==> src/rtl/rock_sequencer_if.sv <==
// rock_sequencer_if
// Groups the sequencer's control, sensor and step signals into one bundle.
//   master : the sequencer's view. It receives start, stop, cry, F0 and AF0,
//            and drives Fhoog, Flaag, Alaag, busy, done and f_level.
//   slave  : the environment's view. This covers the user controls, the cry
//            sensor and the F/A counter block.
interface rock_sequencer_if;
    logic       start;    // level: begin a session while idle
    logic       stop;     // level: abort to idle (wins over start)
    logic       cry;      // asynchronous cry sensor
    logic       F0;       // F == 0 from the F/A counter block
    logic       AF0;      // F == 0 and A == 0 from the F/A counter block
    logic       Fhoog;    // one-cycle pulse: raise F
    logic       Flaag;    // one-cycle pulse: lower F
    logic       Alaag;    // one-cycle pulse: lower A
    logic       busy;     // session in progress
    logic       done;     // session finished
    logic [3:0] f_level;  // shadow copy of F

    modport master (
        input  start, stop, cry, F0, AF0,
        output Fhoog, Flaag, Alaag, busy, done, f_level
    );

    modport slave (
        output start, stop, cry, F0, AF0,
        input  Fhoog, Flaag, Alaag, busy, done, f_level
    );
endinterface

==> src/rtl/rock_sequencer.sv <==
// rock_sequencer
// Steps an F/A counter block through a rocking session. Each step works as
// follows:
//   - Watch the synchronised cry sensor for SETTLE_CYCLES cycles.
//   - Decide what to do next.
//   - Issue exactly one single-cycle step pulse (Fhoog, Flaag or Alaag).
//   - Hold one idle gap cycle.
// The session ends once the counter block reports F == 0 and A == 0.
//
// Ports
//   clk   : system clock. All logic is on the rising edge.
//   reset : asynchronous, active-low reset.
//   bus   : rock_sequencer_if.master. It carries the start/stop/cry/F0/AF0
//           inputs and the Fhoog/Flaag/Alaag/busy/done/f_level outputs.
//
// Optional feature (macro ROCK_CRY_RESTART_EN)
//   Defined   : a synchronised cry while in DONE resumes the session.
//   Undefined : DONE is left only through start (rising edge) or stop.
module rock_sequencer #(
    parameter int SETTLE_CYCLES = 1000,
    parameter int F_INIT        = 5,
    parameter int F_MAX         = 15
) (
    input  logic             clk,
    input  logic             reset,
    rock_sequencer_if.master bus
);
    localparam int         CW       = $clog2(SETTLE_CYCLES);
    localparam logic [CW-1:0] CNT_LOAD = CW'(SETTLE_CYCLES - 1);
    localparam logic [3:0] F_MAX_L  = 4'(F_MAX);
    localparam logic [3:0] F_INIT_L = 4'(F_INIT);

    typedef enum logic [2:0] {
        S_IDLE, S_SETTLE, S_DECIDE, S_PULSE, S_GAP, S_DONE
    } state_t;

    state_t        state_q, state_d;
    logic [CW-1:0] cnt_q, cnt_d;
    logic          cry_seen_q, cry_seen_d;
    logic [3:0]    f_level_q, f_level_d;
    logic          fhoog_q, fhoog_d;
    logic          flaag_q, flaag_d;
    logic          alaag_q, alaag_d;
    logic          cry_meta_q, cry_meta_d;
    logic          cry_sync_q, cry_sync_d;
    logic          start_prev_q, start_prev_d;
    logic          enter_settle;

    always_ff @(posedge clk or negedge reset) begin
        if (!reset) begin
            state_q      <= S_IDLE;
            cnt_q        <= '0;
            cry_seen_q   <= 1'b0;
            f_level_q    <= F_INIT_L;
            fhoog_q      <= 1'b0;
            flaag_q      <= 1'b0;
            alaag_q      <= 1'b0;
            cry_meta_q   <= 1'b0;
            cry_sync_q   <= 1'b0;
            start_prev_q <= 1'b0;
        end else begin
            state_q      <= state_d;
            cnt_q        <= cnt_d;
            cry_seen_q   <= cry_seen_d;
            f_level_q    <= f_level_d;
            fhoog_q      <= fhoog_d;
            flaag_q      <= flaag_d;
            alaag_q      <= alaag_d;
            cry_meta_q   <= cry_meta_d;
            cry_sync_q   <= cry_sync_d;
            start_prev_q <= start_prev_d;
        end
    end

    always_comb begin
        state_d      = state_q;
        cnt_d        = cnt_q;
        cry_seen_d   = cry_seen_q;
        f_level_d    = f_level_q;
        fhoog_d      = 1'b0;
        flaag_d      = 1'b0;
        alaag_d      = 1'b0;
        cry_meta_d   = bus.cry;
        cry_sync_d   = cry_meta_q;
        start_prev_d = bus.start;
        enter_settle = 1'b0;

        case (state_q)
            S_IDLE: begin
                if (bus.start) enter_settle = 1'b1;
            end
            S_SETTLE: begin
                // This captures a cry on the last window cycle as well,
                // because cry_seen is registered on the edge into DECIDE.
                cry_seen_d = cry_seen_q | cry_sync_q;
                if (cnt_q == '0) state_d = S_DECIDE;
                else             cnt_d   = cnt_q - 1'b1;
            end
            S_DECIDE: begin
                // Step outputs and f_level update on the edge into PULSE.
                // As a result, f_level already shows the new value while the
                // pulse is high.
                if (cry_seen_q) begin
                    if (f_level_q < F_MAX_L) begin
                        state_d   = S_PULSE;
                        fhoog_d   = 1'b1;
                        f_level_d = f_level_q + 4'd1;
                    end else begin
                        enter_settle = 1'b1;
                    end
                end else if (bus.AF0) begin
                    state_d = S_DONE;
                end else if (!bus.F0) begin
                    state_d = S_PULSE;
                    flaag_d = 1'b1;
                    if (f_level_q != 4'd0) f_level_d = f_level_q - 4'd1;
                end else begin
                    state_d = S_PULSE;
                    alaag_d = 1'b1;
                end
            end
            S_PULSE: state_d = S_GAP;
            S_GAP:   enter_settle = 1'b1;
            S_DONE: begin
                if (bus.start && !start_prev_q) enter_settle = 1'b1;
`ifdef ROCK_CRY_RESTART_EN
                if (cry_sync_q) enter_settle = 1'b1;
`endif
            end
            default: state_d = S_IDLE;
        endcase

        if (enter_settle) begin
            state_d    = S_SETTLE;
            cnt_d      = CNT_LOAD;
            cry_seen_d = 1'b0;
        end

        // stop overrides everything. Any pulse that was about to start is
        // dropped, and the shadow level keeps its value.
        if (bus.stop) begin
            state_d   = S_IDLE;
            fhoog_d   = 1'b0;
            flaag_d   = 1'b0;
            alaag_d   = 1'b0;
            f_level_d = f_level_q;
        end
    end

    assign bus.Fhoog   = fhoog_q;
    assign bus.Flaag   = flaag_q;
    assign bus.Alaag   = alaag_q;
    assign bus.busy    = (state_q != S_IDLE) && (state_q != S_DONE);
    assign bus.done    = (state_q == S_DONE);
    assign bus.f_level = f_level_q;
endmodule

==> src/flat_wrapper.sv <==
// flat-port wrapper written by rule: the top's interface ports become plain ports
module rock_sequencer_flat 
#(
    parameter int SETTLE_CYCLES = 1000,
    parameter int F_INIT        = 5,
    parameter int F_MAX         = 15
)
  (clk, reset, bus_start, bus_stop, bus_cry, bus_F0, bus_AF0, bus_Fhoog, bus_Flaag, bus_Alaag, bus_busy, bus_done, bus_f_level);
  rock_sequencer_if bus_i ();
  input  logic clk;
  input  logic reset;
  input wire logic [$bits(bus_i.start)-1:0] bus_start;
  input wire logic [$bits(bus_i.stop)-1:0] bus_stop;
  input wire logic [$bits(bus_i.cry)-1:0] bus_cry;
  input wire logic [$bits(bus_i.F0)-1:0] bus_F0;
  input wire logic [$bits(bus_i.AF0)-1:0] bus_AF0;
  output wire logic [$bits(bus_i.Fhoog)-1:0] bus_Fhoog;
  output wire logic [$bits(bus_i.Flaag)-1:0] bus_Flaag;
  output wire logic [$bits(bus_i.Alaag)-1:0] bus_Alaag;
  output wire logic [$bits(bus_i.busy)-1:0] bus_busy;
  output wire logic [$bits(bus_i.done)-1:0] bus_done;
  output wire logic [$bits(bus_i.f_level)-1:0] bus_f_level;
  assign bus_i.start = bus_start;
  assign bus_i.stop = bus_stop;
  assign bus_i.cry = bus_cry;
  assign bus_i.F0 = bus_F0;
  assign bus_i.AF0 = bus_AF0;
  assign bus_Fhoog = bus_i.Fhoog;
  assign bus_Flaag = bus_i.Flaag;
  assign bus_Alaag = bus_i.Alaag;
  assign bus_busy = bus_i.busy;
  assign bus_done = bus_i.done;
  assign bus_f_level = bus_i.f_level;
  rock_sequencer #(.SETTLE_CYCLES(SETTLE_CYCLES), .F_INIT(F_INIT), .F_MAX(F_MAX)) u_core (.clk(clk), .reset(reset), .bus(bus_i));
endmodule
==> config.mk <==
export PLATFORM = sky130hd
export DESIGN_NAME = rock_sequencer_flat
export DESIGN_NICKNAME = d
export VERILOG_FILES = /design/src/rtl/rock_sequencer_if.sv /design/src/rtl/rock_sequencer.sv /design/src/flat_wrapper.sv
export SDC_FILE = /design/constraint.sdc
export NUM_CORES = 1
export LEC_CHECK = 0
export ABC_AREA = 1
export CORE_AREA = 4 4 63 65
export DETAILED_ROUTE_END_ITERATION = 16
export DIE_AREA = 0 0 67 69
export PLACE_DENSITY_LB_ADDON = 0.2
export SYNTH_ARGS = -nofsm -noshare
export SYNTH_HDL_FRONTEND = slang
export SYNTH_SLANG_ARGS = --single-unit
==> constraint.sdc <==
create_clock -name clk -period 1.5 [get_ports clk]
set_input_delay 0.3 -clock clk [delete_from_list [all_inputs] [get_ports clk]]
set_output_delay 0.3 -clock clk [all_outputs]
set_load 0.01 [all_outputs]
# Word level (Yosys, flattened, before mapping)
# Index checks and enable logic that the tools add are counted.
[classes]
addsub = 3
mux = 36
n_bitwise = 2
reduce_logical = 13
n_eq_ne = 13
magnitude_cmp = 1
[ops]
columns = ["op", "n"]
rows = [
  ["$mux W10", 3],
  ["$mux W1", 20],
  ["$mux W4", 5],
  ["$mux W3", 6],
  ["$pmux W3 S4", 1],
  ["$logic_not A10 Y1", 1],
  ["$sub A10 B1 Y10 const B", 1],
  ["$eq A3 B2 Y1 const B", 2],
  ["$eq A3 B3 Y1 const B", 2],
  ["$ne A2 B1 Y1 const B", 3],
  ["$reduce_and A6 Y1", 1],
  ["$ne A5 B5 Y1 const B", 1],
  ["$add A4 B1 Y4 const B", 1],
  ["$lt A4 B4 Y1 const B", 1],
  ["$ne A4 B2 Y1 const B", 1],
  ["$pmux W1 S4", 1],
  ["$reduce_bool A2 Y1", 2],
  ["$reduce_bool A4 Y1", 1],
  ["$sub A4 B1 Y4 const B", 1],
  ["$eq A3 B1 Y1 const B", 1],
  ["$logic_not A3 Y1", 1],
  ["$ne A3 B1 Y1 const B", 1],
  ["$ne A3 B3 Y1 const B", 1],
  ["$reduce_and A3 Y1", 1],
  ["8 further kinds", 9],
]
[word_totals]
inputBits = 7
word_cells = 78
register_bits = 24

# Depth between registers and ports, before layout
[logic_depth]
word_depth = 6
ltp_mapped = 9
depth_no_buf = 9

# Least setup slack after synthesis
# OpenSTA, ideal clock, no wires.
[synth_timing]
path_type = "reg2reg"
startpoint = "register u_core.cry_seen_q"
endpoint = "register u_core.f_level_q[3], in the netlist u_core.bus.f_level[3]"
stages_incl_launch_ff = 9
arrival_ps = 1341
setup_slack_ps = 42
cell_sequence = "dfrtp_1 -> buf_2 -> inv_1 -> ha_1 -> a21oi_1 -> nand2_1 -> xor2_1 -> nand2_1 -> nand2_1"
[synth_between]
elab_chain_len = 2
word_cells_on_any_way = 6
[synth_lines]
columns = ["item", "line", "text"]
rows = [
  ["from (decl)", "rock_sequencer.sv:39", "logic cry_seen_q, cry_seen_d;"],
  ["from (signal assigned)", "rock_sequencer.sv:64", "cry_seen_q <= cry_seen_d;"],
  ["$ne A2 B2 Y1 (no line), or another cell as far along", "-", ""],
  ["$reduce_and A6 Y1 (no line)", "-", ""],
  ["to (signal assigned)", "rock_sequencer.sv:65", "f_level_q <= f_level_d;"],
  ["to (decl)", "rock_sequencer.sv:40", "logic [3:0] f_level_q, f_level_d;"],
]
# Parallel ways exist; a longest one is shown, timed or not.
# A chain may end at the register's enable or synchronous reset.

# Worst setup path in the final report
[layout_timing]
startpoint = "register u_core.state_q[0]"
endpoint = "output bus_busy"
[layout_between]
elab_chain_len = 2
word_cells_on_any_way = 3
[layout_lines]
columns = ["item", "line", "text"]
rows = [
  ["from (decl)", "rock_sequencer.sv:37", "state_t state_q, state_d;"],
  ["from (signal assigned)", "rock_sequencer.sv:62", "state_q <= state_d;"],
  ["$ne A3 B3 Y1 / $reduce_bool A3 Y1 (equally long branches)", "rock_sequencer.sv:153", "assign bus.busy = (state_q != S_IDLE) && (state_q != S_DONE);"],
  ["$logic_and A1 B1 Y1 *", "rock_sequencer.sv:153", ""],
  ["to (decl)", "flat_wrapper.sv:20", "output wire logic [$bits(bus_i.busy)-1:0] bus_busy;"],
]
# Every way passes the cells marked *; elsewhere a longest branch is shown, timed or not.

==> reports/results.tsv <==
stage	metric	value	unit
status	status	finished clean	
sta	setup ws final	0.0254	ns
power	peak supply drop	0.000323	V
route	drt via density	4.82	
place	placed cells	260	
clock_tree	Clock Tree Root	clkbuf_4	
die	Core Area	3340	um2
cells_and_area	Fill cells	311	
sta	final setup vio count	0	
route	metal2 WL	1680	um
global_routing	vias in the first global route	1313	
clock_tree	Reg clk slew, reported paths	0.13	ns
yosys	syn nets	195	
worst_setup_path	largest fanout on the critical path	3	
route	drt wl/cell	12.3	um
die	die footprint	4620	um2
worst_setup_path	Critical-path top delay cell	dfrtp_1	
power	P_sw	0.000585	W
sta	Setup Total Neg Slack	0	ns
route	drc violations	0	
cells_and_area	post-route cell area	2050	um2
global_routing	largest net degree at the start of global routing	25	
die	Die W	67	um
clock_tree	latest clock arrival within the worst-skew pair	0.31	ns
power	power share of the combinational group	35.8	%
power	sw frac	33.7	%
sta	period utilization	98.3	%
sta	final worst path period need	1.47	ns
route	Final ANT Viol Nets	0	
clock_tree	CTS tree	done	
route	via count	1331	
clock_tree	# hold bufs at CTS	0	
worst_setup_path	worst path cell trace	inv_2 > nand2_2 > o21ai_1 > inv_1 > buf_2	
sta	RSZ-0062 raised after global routing	yes	
die	cell row count	21	
die	Die Ht	69	um
flow_run	MaxCap Viol Count	0	
power	sequential power share	44.6	%
yosys	syn avg cell area	8.07	um2
die	Initial Util	44.3	%
yosys	Seq/Total Area, Yosys	40.8	%
die	I/O pins	16	
power	P_int	0.00115	W
place	Placed Area	1800	um2
sta	Slew Viols, Final	0	
clock_tree	Num CTS Buffers	3	
worst_setup_path	CP endpoint kind	primary output	
global_routing	GRT overflow	0	
sta	final hold vios	0	
yosys	Post-Synthesis Cell Area	1480	um2
route	WL final	3380	um
place	post-DP HPWL	2300	um
worst_setup_path	kind of critical path	flip-flop to primary output	
yosys	synthesized flop and latch total	24	
place	gpl congestion	0.861	
place	pre-CTS WS	-0.129	ns
global_routing	initial antenna violation count	0	
worst_setup_path	CP max stage delay	0.45	ns
yosys	Yosys cell types	32	
sta	f_max	678	MHz
cells_and_area	# nets final	243	
place	Buffers on Ports	15	
cells_and_area	Area Growth Syn to Fin	39.0	%
route	WL met3	90	um
cells_and_area	layout cells sized above 1	35.7	%
sta	slew margin rel.	71.4	%
global_routing	global-route wire length before repair	5560	um
yosys	synth warn	0	
worst_setup_path	critical path launch point type	flip-flop	
cells_and_area	Final Util	61.5	%
sta	Tightest Pin Transition	0.429	ns
sta	Clock Skews	0.00328	ns
yosys	Mapped Cells	183	
cells_and_area	Antenna Cells	0	
clock_tree	Num Clock Sinks	24	
clock_tree	clk buf depth	2	
global_routing	GRT Overall Usage	14.9	%
route	Highest Signal Layer	met4	
power	PwrDens	845	nW/um2
route	DRT met1 WL	1580	um
worst_setup_path	Required @ worst endpoint	1.20	ns
route	Pre-antenna DRT Iters	4	
route	first-iteration detailed-routing DRC count	51	
clock_tree	H-tree depth	1	
min_path	HP Class	input port to async pin	
power	static leakage	0.991	nW
power	Clk network pwr share	19.6	%
worst_setup_path	Worst EP arrival	1.17	ns
cells_and_area	fin cells	276	
## critical path: cells and delay by family, from the launching register on
kind / cells / cell delay [ns]
AOI/OAI and AO/OA: 1 / 0.11
buffers and inverters: 3 / 0.25
and+or+nand+nor: 1 / 0.05
DFF: 1 / 0.45
## synthesized netlist by cell type, drive strengths merged
library cell	count	area [um2]
nand2	58	228
nor2	25	140
dfrtp	22	551
inv	18	67.6
nand3	16	103
a21oi	7	46.3
o21ai	6	37.5
nor3	5	36.3
ha	4	50.1
nand3b	4	30.0
xor2	4	35.0
xnor2	3	26.3
buf	2	16.3
dfstp	2	52.6
nand4	2	12.5
fa	1	20.0
nand2b	1	6.26
nor4	1	6.26
o211ai	1	7.51
o22ai	1	6.26
## registers in the layout, summed over array words and instances (netlist names)
register	count
u_core.cry_seen_q	1
u_core.start_prev_q	1
u_core.bus.f_level	4
u_core.bus.Flaag	1
u_core.bus.Alaag	1
u_core.cnt_q	10
u_core.cry_meta_q	1
u_core.cry_sync_q	1
u_core.bus.Fhoog	1
u_core.state_q	3
## power by group through the flow
| stage | Clock (W) | Sequential [W] | Combinational [W] |
|---|---|---|---|
| 6_report | 0.000340 | 0.000775 | 0.000621 |
| 5_1_grt | 0.000383 | 0.000782 | 0.000695 |
| 4_1_cts | 0.000356 | 0.000771 | 0.000529 |
| 3_5_place_dp | 0 | 0.000786 | 0.000493 |
| 3_3_place_gp | 0 | 0.000784 | 0.000482 |
| 2_1_floorplan | 0 | 0.000780 | 0.000312 |
## routing by layer
| layer | track usage, % | vias to the layer above |
|---|---|---|
| li1 | - | 689 |
| met1 | 18.9 | 620 |
| met2 | 25.1 | 18 |
| met3 | 2.60 | 4 |
| met4 | 4.73 | 0 |
| met5 | 0 | - |
## kinds of logic (layout without fill, tap and decap cells)
logic type | Yosys count | after routing | synth area share, %
buf+inv | 20 | 66 | 5.67
flops | 24 | 24 | 40.8
fa+ha+maj | 5 | 5 | 4.74
compound gates | 15 | 16 | 6.61
xor+xnor | 7 | 7 | 4.15
simple gates | 112 | 112 | 38.0
## cell type report
class	count	area (um2)	share of cell area (%)
multi-input combinational	140	918	44.7
inverter	18	72.6	3.53
clock buffer	4	36.3	1.77
tap	46	57.6	2.80
timing repair buffer	44	364	17.7
sequential	24	604	29.4
## cell usage in the layout (no fill, tap or decap), types with 3 or more instances in the layout
master / n
nor2_2: 4
xor2_1: 4
dfrtp_1: 21
nor3_1: 4
buf_6: 5
clkbuf_4: 3
clkdlybuf4s50_1: 6
xnor2_1: 3
a21oi_1: 3
nand3_2: 3
nand3b_1: 4
nand2_1: 48
nor2_4: 6
nand3_1: 11
nand2_2: 8
nor2_1: 14
inv_2: 5
inv_1: 12
dlygate4sd2_1: 6
a21oi_2: 4
buf_4: 24
## stage by stage
stage | total power (W) | hold WS, ns
4_1_cts | 0.00166 | 0.328
3_3_place_gp | 0.00127 | 0.339
2_1_floorplan | 0.00109 | 0.00441
6_report | 0.00174 | 0.326
5_1_grt | 0.00186 | 0.340
3_5_place_dp | 0.00128 | 0.342
## final timing paths
path | start | end | slack (ns) | cells past startpoint
setup reg to reg | u_core.state_q[2] | u_core.cnt_q[0] | 0.06 | 7
hold / removal | reset | u_core.start_prev_q | 0.33 | 2
max in group asynchronous | reset | u_core.bus.f_level[0] | 0.89 | 2
min in group clk | u_core.cry_meta_q | u_core.cry_sync_q | 0.37 | 0
setup / recovery | u_core.state_q[0] | bus_busy | 0.03 | 5
hold reg to reg | u_core.cry_meta_q | u_core.cry_sync_q | 0.37 | 0
## what timing repair did
action                     4_1_cts  5_1_grt
cloned                           0        1
hold endpoints to repair         0        0
setup endpoints to repair       14       23
buffers inserted                 8        4
resized for setup               22       35
pin swaps                        7       20
No activity file was read; power rests on OpenSTA's default activity.
